`config.mk`:
```
export PLATFORM = sky130hd
export DESIGN_NAME = rx_frame_loader
export DESIGN_NICKNAME = d
export VERILOG_FILES = /design/src/rtl/rx_frame_loader.sv
export SDC_FILE = /design/constraint.sdc
export NUM_CORES = 1
export LEC_CHECK = 0
export ABC_AREA = 1
export ABC_CLOCK_PERIOD_IN_PS = 4400
export CORE_MARGIN = 1.5
export CORE_UTILIZATION = 52
export DETAILED_ROUTE_END_ITERATION = 12
export PLACE_DENSITY = 0.83
export SLEW_MARGIN = 20
export SYNTH_ARGS = -nofsm -noshare
export SYNTH_HDL_FRONTEND = slang
export SYNTH_SLANG_ARGS = --single-unit
```
`constraint.sdc`:
```
create_clock -name clk -period 4.4 [get_ports clk]
set_input_delay 0.44 -clock clk [delete_from_list [all_inputs] [get_ports clk]]
set_output_delay 0.44 -clock clk [all_outputs]
set_load 0.05 [all_outputs]
```
`src/rtl/rx_frame_loader.sv`:
```
// rtl/rx_frame_loader.sv - serial frame decoder issuing byte writes into processor memory
module rx_frame_loader #(
    parameter int ADDR_W  = 16,
    parameter int TIMEOUT = 1000000
) (
    input  logic              clk,
    input  logic              rst,
    input  logic [7:0]        rx_data,
    input  logic              rx_valid,
    output logic              mem_we,
    output logic [ADDR_W-1:0] mem_addr,
    output logic [7:0]        mem_wdata,
    output logic              busy,
    output logic              frame_done,
    output logic              frame_err,
    output logic [1:0]        err_code
);

    localparam int GAP_W = $clog2(TIMEOUT);
    localparam logic [GAP_W-1:0] GAP_LAST = GAP_W'(TIMEOUT - 1);

    localparam logic [7:0] SYNC_BYTE = 8'hA5;
    localparam logic [7:0] CMD_WRITE = 8'h01;

    typedef enum logic [2:0] {
        S_IDLE,
        S_CMD,
        S_ADDR_HI,
        S_ADDR_LO,
        S_LEN,
        S_DATA,
        S_CHK
    } state_t;

    state_t            state, state_nx;
    logic [7:0]        addr_hi, addr_hi_nx;
    logic [ADDR_W-1:0] addr, addr_nx;
    logic [8:0]        remain, remain_nx;
    logic [7:0]        csum, csum_nx;
    logic [GAP_W-1:0]  gap, gap_nx;

    logic              we_nx;
    logic [ADDR_W-1:0] waddr_nx;
    logic [7:0]        wdata_nx;
    logic              done_nx;
    logic              err_nx;
    logic [1:0]        code_nx;
    logic              timeout_hit;

    // An arriving byte always beats the idle-gap limit in the same cycle.
    assign timeout_hit = (state != S_IDLE) && !rx_valid && (gap == GAP_LAST);
    assign busy        = (state != S_IDLE);

    always_comb begin
        state_nx   = state;
        addr_hi_nx = addr_hi;
        addr_nx    = addr;
        remain_nx  = remain;
        csum_nx    = csum;
        we_nx      = 1'b0;
        waddr_nx   = mem_addr;
        wdata_nx   = mem_wdata;
        done_nx    = 1'b0;
        err_nx     = 1'b0;
        code_nx    = err_code;
        gap_nx     = (rx_valid || state == S_IDLE || timeout_hit) ? '0 : gap + 1'b1;

        if (timeout_hit) begin
            err_nx   = 1'b1;
            code_nx  = 2'b11;
            state_nx = S_IDLE;
        end else if (rx_valid) begin
            case (state)
                S_IDLE: begin
                    if (rx_data == SYNC_BYTE) begin
                        csum_nx  = 8'h00;
                        state_nx = S_CMD;
                    end
                end
                S_CMD: begin
                    csum_nx = csum ^ rx_data;
                    if (rx_data == CMD_WRITE) begin
                        state_nx = S_ADDR_HI;
                    end else begin
                        err_nx   = 1'b1;
                        code_nx  = 2'b01;
                        state_nx = S_IDLE;
                    end
                end
                S_ADDR_HI: begin
                    csum_nx    = csum ^ rx_data;
                    addr_hi_nx = rx_data;
                    state_nx   = S_ADDR_LO;
                end
                S_ADDR_LO: begin
                    csum_nx  = csum ^ rx_data;
                    addr_nx  = ADDR_W'({addr_hi, rx_data});
                    state_nx = S_LEN;
                end
                S_LEN: begin
                    csum_nx   = csum ^ rx_data;
                    remain_nx = {(rx_data == 8'h00), rx_data};
                    state_nx  = S_DATA;
                end
                S_DATA: begin
                    csum_nx   = csum ^ rx_data;
                    we_nx     = 1'b1;
                    waddr_nx  = addr;
                    wdata_nx  = rx_data;
                    addr_nx   = addr + ADDR_W'(1);
                    remain_nx = remain - 9'd1;
                    if (remain == 9'd1) begin
                        state_nx = S_CHK;
                    end
                end
                S_CHK: begin
                    if (rx_data == csum) begin
                        done_nx = 1'b1;
                    end else begin
                        err_nx  = 1'b1;
                        code_nx = 2'b10;
                    end
                    state_nx = S_IDLE;
                end
                default: state_nx = S_IDLE;
            endcase
        end
    end

    always_ff @(posedge clk or negedge rst) begin
        if (!rst) begin
            state      <= S_IDLE;
            addr_hi    <= 8'h00;
            addr       <= '0;
            remain     <= 9'd0;
            csum       <= 8'h00;
            gap        <= '0;
            mem_we     <= 1'b0;
            mem_addr   <= '0;
            mem_wdata  <= 8'h00;
            frame_done <= 1'b0;
            frame_err  <= 1'b0;
            err_code   <= 2'b00;
        end else begin
            state      <= state_nx;
            addr_hi    <= addr_hi_nx;
            addr       <= addr_nx;
            remain     <= remain_nx;
            csum       <= csum_nx;
            gap        <= gap_nx;
            mem_we     <= we_nx;
            mem_addr   <= waddr_nx;
            mem_wdata  <= wdata_nx;
            frame_done <= done_nx;
            frame_err  <= err_nx;
            err_code   <= code_nx;
        end
    end

endmodule
```
==> results of run 1 <==
==> worst paths after layout <==
| check | start | endpoint |
|---|---|---|
| min in group clk | mem_addr[2]$_DFFE_PN0P_ | mem_addr[2]$_DFFE_PN0P_ |
| max in group asynchronous | rst | csum[3]$_DFFE_PN0P_ |
| min | rst | mem_addr[13]$_DFFE_PN0P_ |
| min reg2reg | mem_addr[2]$_DFFE_PN0P_ | mem_addr[2]$_DFFE_PN0P_ |
| max | state[0]$_DFFE_PN0P_ | busy |
| max reg2reg | gap[0]$_DFF_PN0_ | gap[9]$_DFF_PN0_ |
==> worst max-delay path, stage by stage (launching register included) <==
cell	delay [ps]
dfrtp_1	590
inv_1	140
nand3_2	150
clkdlybuf4s50_1	830
==> per-layer routing <==
metal	up-vias	wire length, um	global-route usage (%)	share of wire (%)
met1	2071	5000	31.0	44
met2	173	5510	39.8	48
met4	0	193	7.80	1.7
met3	19	708	4.55	6.2
li1	2146	-	-	-
met5	-	0	0	0
==> power by group through the flow <==
stage	sequential [mW]	combinational (mW)	clock [mW]
finish	1.39	1.65	0.598
global route	1.43	1.81	0.643
CTS	1.39	1.65	0.609
detailed placement	1.40	1.64	0
global placement	1.38	1.60	0
floorplan	1.74	0.838	0
==> registers in the layout, indices dropped and copies added (netlist names) <==
signal	count
frame_err	1
csum	8
remain	9
err_code	2
mem_we	1
mem_wdata	8
mem_addr	16
addr_hi	8
gap	20
addr	16
frame_done	1
state	3
==> cells in the mapped netlist (11+ instances only) <==
library cell | n | area [um2]
xor2_1 | 11 | 96.3
o21ai_1 | 26 | 130
nand2_1 | 185 | 694
o21ai_0 | 31 | 155
nor2_1 | 76 | 285
a21oi_1 | 20 | 100
nand3_1 | 27 | 135
nor3_1 | 11 | 55.1
nand4_1 | 12 | 75.1
inv_1 | 68 | 255
dfrtp_1 | 93 | 2330
==> cell families (layout without fill, tap and decap cells) <==
family	Yosys count	after routing	synth area share [%]
AOI/OAI and AO/OA	108	108	12.5
adders and majority gates	4	4	0.994
DFF	93	93	46.2
and+or+nand+nor	333	333	29.4
xor gates and xnor gates	14	14	2.43
buffers and inverters	93	135	8.40
==> layout make-up <==
class / instances / area [um2]
multi-input cells: 459 / 2290
clock inverters: 7 / 80.1
flip-flops and latches: 93 / 2330
fillers: 794 / 3640
repair buffers: 41 / 405
well taps: 129 / 161
inverters: 78 / 303
clock buffers: 9 / 124
==> summary.md, run 1 <==
| Metric | Value |
|---|---|
| Worst skew pair latency | around 370 ps |
| P_sw | 1.68 mW |
| Non-Filler Instances | 816 |
| Post-CTS sizing | 0 |
| Ys flop type | dfrtp_1 |
| Die Span Y | a little over 100 um |
| Total GRT Usage | approximately a quarter |
| Cell area after placement | 5480 um2 |
| PD cells | between 600 and 700 nW/um2 |
| WP data required | roughly 4000 ps |
| Worst Max-Slew Pin Slew | between 800 and 900 ps |
| Commonest non-fill, non-tap cell in the layout | nand2_1 |
| H-tree Lvls | 3 |
| Final setup vio count | 0 |
| Number of global-route vias before repair | around 4k |
| Distinct cells, synth | 41 |
| Sw Share | 46.1% |
| Drt pass-1 iters | 5 |
| Int Pwr | roughly 2 mW |
| CP arrival | around 2100 ps |
| Total CTS buffers | 9 |
| Worst vdd ir | a little over 0.4 mV |
| Number of synthesized flops with an enable pin | 0 |
| Post-layout nets | about 700 |
| P_leak | approximately 2.7 nW |
| Layout cells sized above 1 | under 10% |
| Setup crit start kind | flop |
| Clk slew on worst S/H paths | about 100 ps |
| Class of the worst hold path | in2async |
| Grt ovf | 0 |
| Die area | about 10000 um2 |
| Layout area overhead | 12.9% |
| Clock Sinks | 93 |
| Starting DRT DRC Count | 342 |
| Mapped Area | just over 5000 um2 |
| Drt drc | 0 |
| CTS Hold Buffers Added | 0 |
| Top-level port count | 41 |
| Final Power | about 3.6 mW |
| Placeable Area | between 9000 and 10000 um2 |
| Final ANT Viol Nets | 0 |
| Post-synthesis register bit count | between 90 and 100 |
| Seq/Total Area, Yosys | between 40% and 50% |
| Routed WL | 11400 um |
| Initial Util | 54.0% |
| Final core occ | approximately three fifths |
| Reg2Reg Depth | 7 |
| Placed Instances | 800 |
| Clock share of power | 16.4% |
| RSZ-0062 raised after global routing | false |
| Max cap viols | 0 |
| Cell Rows | 35 |
| Worst hold margin | about 120 ps |
| Status | completed |
| Flop pwr share | 38.2% |
| Slack of the critical path | between 1500 and 2000 ps |
| Clk_skew | about 9 ps |
| Root Buffer | clkbuf_8 |
| Tcrit/Tclk final | approximately 57% |
| WS Path Type | reg2out |
| Comb pwr share | 45.4% |
| CP Capture Type | output port |
| Die X | just over 100 um |
| Via count | 4409 |
| Pin count of the biggest net entering global routing | 61 |
| Drt wl/cell | 14.0 um |
| Syn Area/Cell | a little under 8 um2 |
| Slew Limit Headroom | 46.7% |
| Fmax | 397 MHz |
| Post-DP HPWL | 8400 um |
| Mapped Cells | ~650 |
| Final min period | approximately 2500 ps |
| Global-route wire length before repair | 19000 um |
| Final Hold Fails | 0 |
| Syn. warnings | 0 |
| Port bufs | 40 |
| Design area | about 5700 um2 |
| Maximum root-to-sink buffer count | 2 |
| Dpl ws | ~2300 ps |
| Initial antenna violation count | 0 |
| Post-synth ARST share | 100% |
| Slew Viols, Final | 0 |
| ANT cells | 0 |
| Syn Nets | 660 |
| Number of setup buffers added after CTS | 0 |
| Vias/cell | between 5 and 6 |
| Setup tns final | 0 ps |
| RePlAce Congestion | ~0.94 |
| CTS tree | yes |
| Setup slack, reg-to-reg | ~2300 ps |
| CP max FO | 9 |
| Most frequent cells in the layout | nand2_1 (185), dfrtp_1 (93), nor2_1 (76) |
Note: power is estimated with default switching activity, not from simulation.
==> run 2: changes to the inputs <==
Settings changed: ABC_CLOCK_PERIOD_IN_PS 4400 to 2200, PLACE_DENSITY 0.83 to 0.85.
Clock period 4.4 ns to 2.2 ns, I/O delays scaled along.
==> summary.md, run 2 (synthesis gave the netlist of run 1 again) <==
| Metric | Value |
|---|---|
| Die X | 101 um (unchanged) |
| CTS tree | yes (unchanged) |
| Die Span Y | 101 um (unchanged) |
| Setup crit start kind | flop (unchanged) |
| P_leak | 2.70 nW (was 2.67 nW) |
| Initial Util | 54.0% (unchanged) |
| Root Buffer | clkbuf_8 (unchanged) |
| Clk_skew | 14.3 ps (was 8.98 ps) |
| Top-level port count | 41 (unchanged) |
| Drt pass-1 iters | 7 (was 5) |
| CP max FO | 9 (unchanged) |
| Die area | 10300 um2 (unchanged) |
| ANT cells | 0 (unchanged) |
| Starting DRT DRC Count | 316 (was 342) |
| H-tree Lvls | 3 (unchanged) |
| Max FFs per register | 20 (unchanged) |
| Slew Viols, Final | 0 (unchanged) |
| Number of global-route vias before repair | 4243 (was 4050) |
| Number of fillers in the final layout | 808 (was 794) |
| Biggest register | gap (unchanged) |
| Layout cells sized above 1 | 7.67% (was 7.28%) |
| Total CTS buffers | 9 (unchanged) |
| Tcrit/Tclk final | 94.6% |
| RSZ-0062 raised after global routing | false (unchanged) |
| Final setup vio count | 0 (unchanged) |
| Pin count of the biggest net entering global routing | 94 (was 61) |
| Cell Rows | 35 (unchanged) |
| Drt wl/cell | 13.9 um (was 14.0 um) |
| Slew Limit Headroom | 50.5% (was 46.7%) |
| Layout area overhead | 13.7% (was 12.9%) |
| PD cells | 1260 nW/um2 (was 639 nW/um2) |
| Worst skew pair latency | 380 ps (was 370 ps) |
| Cell Chain, Critical Path | inv_1, nand3_2, dlygate4sd2_1 (was inv_1, nand3_2, clkdlybuf4s50_1) |
| Maximum root-to-sink buffer count | 2 (unchanged) |
| Fmax | approximately 480 MHz |
| Commonest non-fill, non-tap cell in the layout | nand2_1 (unchanged) |
| Status | completed (unchanged) |
| Global-route wire length before repair | 19000 um (about the same) |
| Clock Sinks | 93 (unchanged) |
| Initial antenna violation count | 0 (unchanged) |
| CP Capture Type | output port (unchanged) |
| Final ANT Viol Nets | 0 (unchanged) |
| WS Path Type | reg2out (unchanged) |
| Class of the worst hold path | in2async (unchanged) |
| Final Hold Fails | 0 (unchanged) |
| Setup tns final | 0 ps (unchanged) |
| Worst hold margin | 436 ps (was 122 ps) |
| Number of setup buffers added after CTS | 0 (unchanged) |
| Max cap viols | 0 (unchanged) |
| Via count | 4403 (was 4409) |
| Port bufs | 40 (unchanged) |
| Slowest CP cell | dfrtp_1 (was clkdlybuf4s50_1) |
| Worst vdd ir | 0.746 mV (was 0.404 mV) |
| Final min period | around 2100 ps |
| WP data required | 1980 ps (was 3960 ps) |
| Seq. cell area | 2330 um2 (unchanged) |
| Drt drc | 0 (unchanged) |
| Multi-input logic area | 2290 um2 (unchanged) |
| Most frequent cells in the layout | nand2_1 (185), dfrtp_1 (93), nor2_1 (76) (unchanged) |
| Clk slew on worst S/H paths | 100 ps (about the same) |
| Worst Max-Slew Pin Slew | 742 ps (was 800 ps) |
| Post-layout nets | 701 (was 697) |
| Routed WL | 11400 um (about the same) |
| Grt ovf | 0 (unchanged) |
| CP arrival | 1860 ps (was 2080 ps) |
| Total GRT Usage | 23.5% (was 23.7%) |
| Vias/cell | 5.37 (was 5.40) |
| Post-DP HPWL | 8240 um (was 8400 um) |
| Placeable Area | 9330 um2 (unchanged) |
| Max incr delay on CP | 620 ps (was 830 ps) |
| Biggest regs | gap (20), addr (16), mem_addr (16) (unchanged) |
| RePlAce Congestion | 0.907 (was 0.944) |
[run 2: final cells by class]
type / count / share of cell area (%)
clock inverters: 7 / 1.33
flip-flops and latches: 93 / 40.6
clock buffers: 9 / 2.16
repair buffers: 45 / 7.84
multi-input cells: 459 / 39.9
inverters: 78 / 5.29
well taps: 129 / 2.82
[run 2: per-stage QoR]
stage               power [mW]  setup slack, ps  instances  area, um2  util (%)
CTS                       7.25              139        820       5730      61.4
global placement          5.95              318        803       5520      59.2
floorplan                 5.15              612        645       5040         -
detailed placement        6.10              227        803       5520      59.2
finish                    7.23              119        820       5730      61.4
global route              7.70             21.4        820       5730      61.4
[run 2: power by group]
part	switching [mW]	internal, mW	total, mW
combinational	2.23	1.07	3.30
clock	0.695	0.452	1.15
sequential	0.482	2.31	2.79
[run 2: per-layer routing]
metal | vias to the layer above | track usage, % | wire length, um | share of wire (%)
li1 | 2167 | - | - | -
met1 | 2060 | 30.2 | 5010 | 44
met2 | 149 | 38.9 | 5580 | 49
met3 | 27 | 4.76 | 536 | 4.7
met4 | 0 | 9.83 | 247 | 2.2
met5 | - | 0 | 0 | 0
[run 2: worst max-delay path: cells and delay by family (launching register included)]
kind	cells	cell delay, ps
buffers and inverters	2	700
flip-flops	1	620
AND/OR/NAND/NOR	1	160
[run 2: worst paths after layout]
kind	slack, ps	endpoint	startpoint	cells after the start
worst max-delay path	120	busy	state[0]$_DFFE_PN0P_	3
worst min-delay path	440	mem_addr[13]$_DFFE_PN0P_	rst	3
worst max register to register	240	gap[12]$_DFF_PN0_	gap[0]$_DFF_PN0_	7
worst min register to register	500	err_code[1]$_DFFE_PN0P_	err_code[1]$_DFFE_PN0P_	2
max in group asynchronous	1410	csum[0]$_DFFE_PN0P_	rst	3
min in group clk	500	err_code[1]$_DFFE_PN0P_	err_code[1]$_DFFE_PN0P_	2
[run 2: timing repair]
item                       in CTS  in global routing
setup endpoints to repair       1                  0
gates resized for setup         1                  0
hold endpoints to repair       93                  0
hold buffers                    1                  0
==> run 3: changes to the inputs <==
Settings changed: CTS_CLUSTER_DIAMETER set to 200.
==> results of run 3 <==
Same layout as run 2: the final DEF is identical, and so are final timing and power.
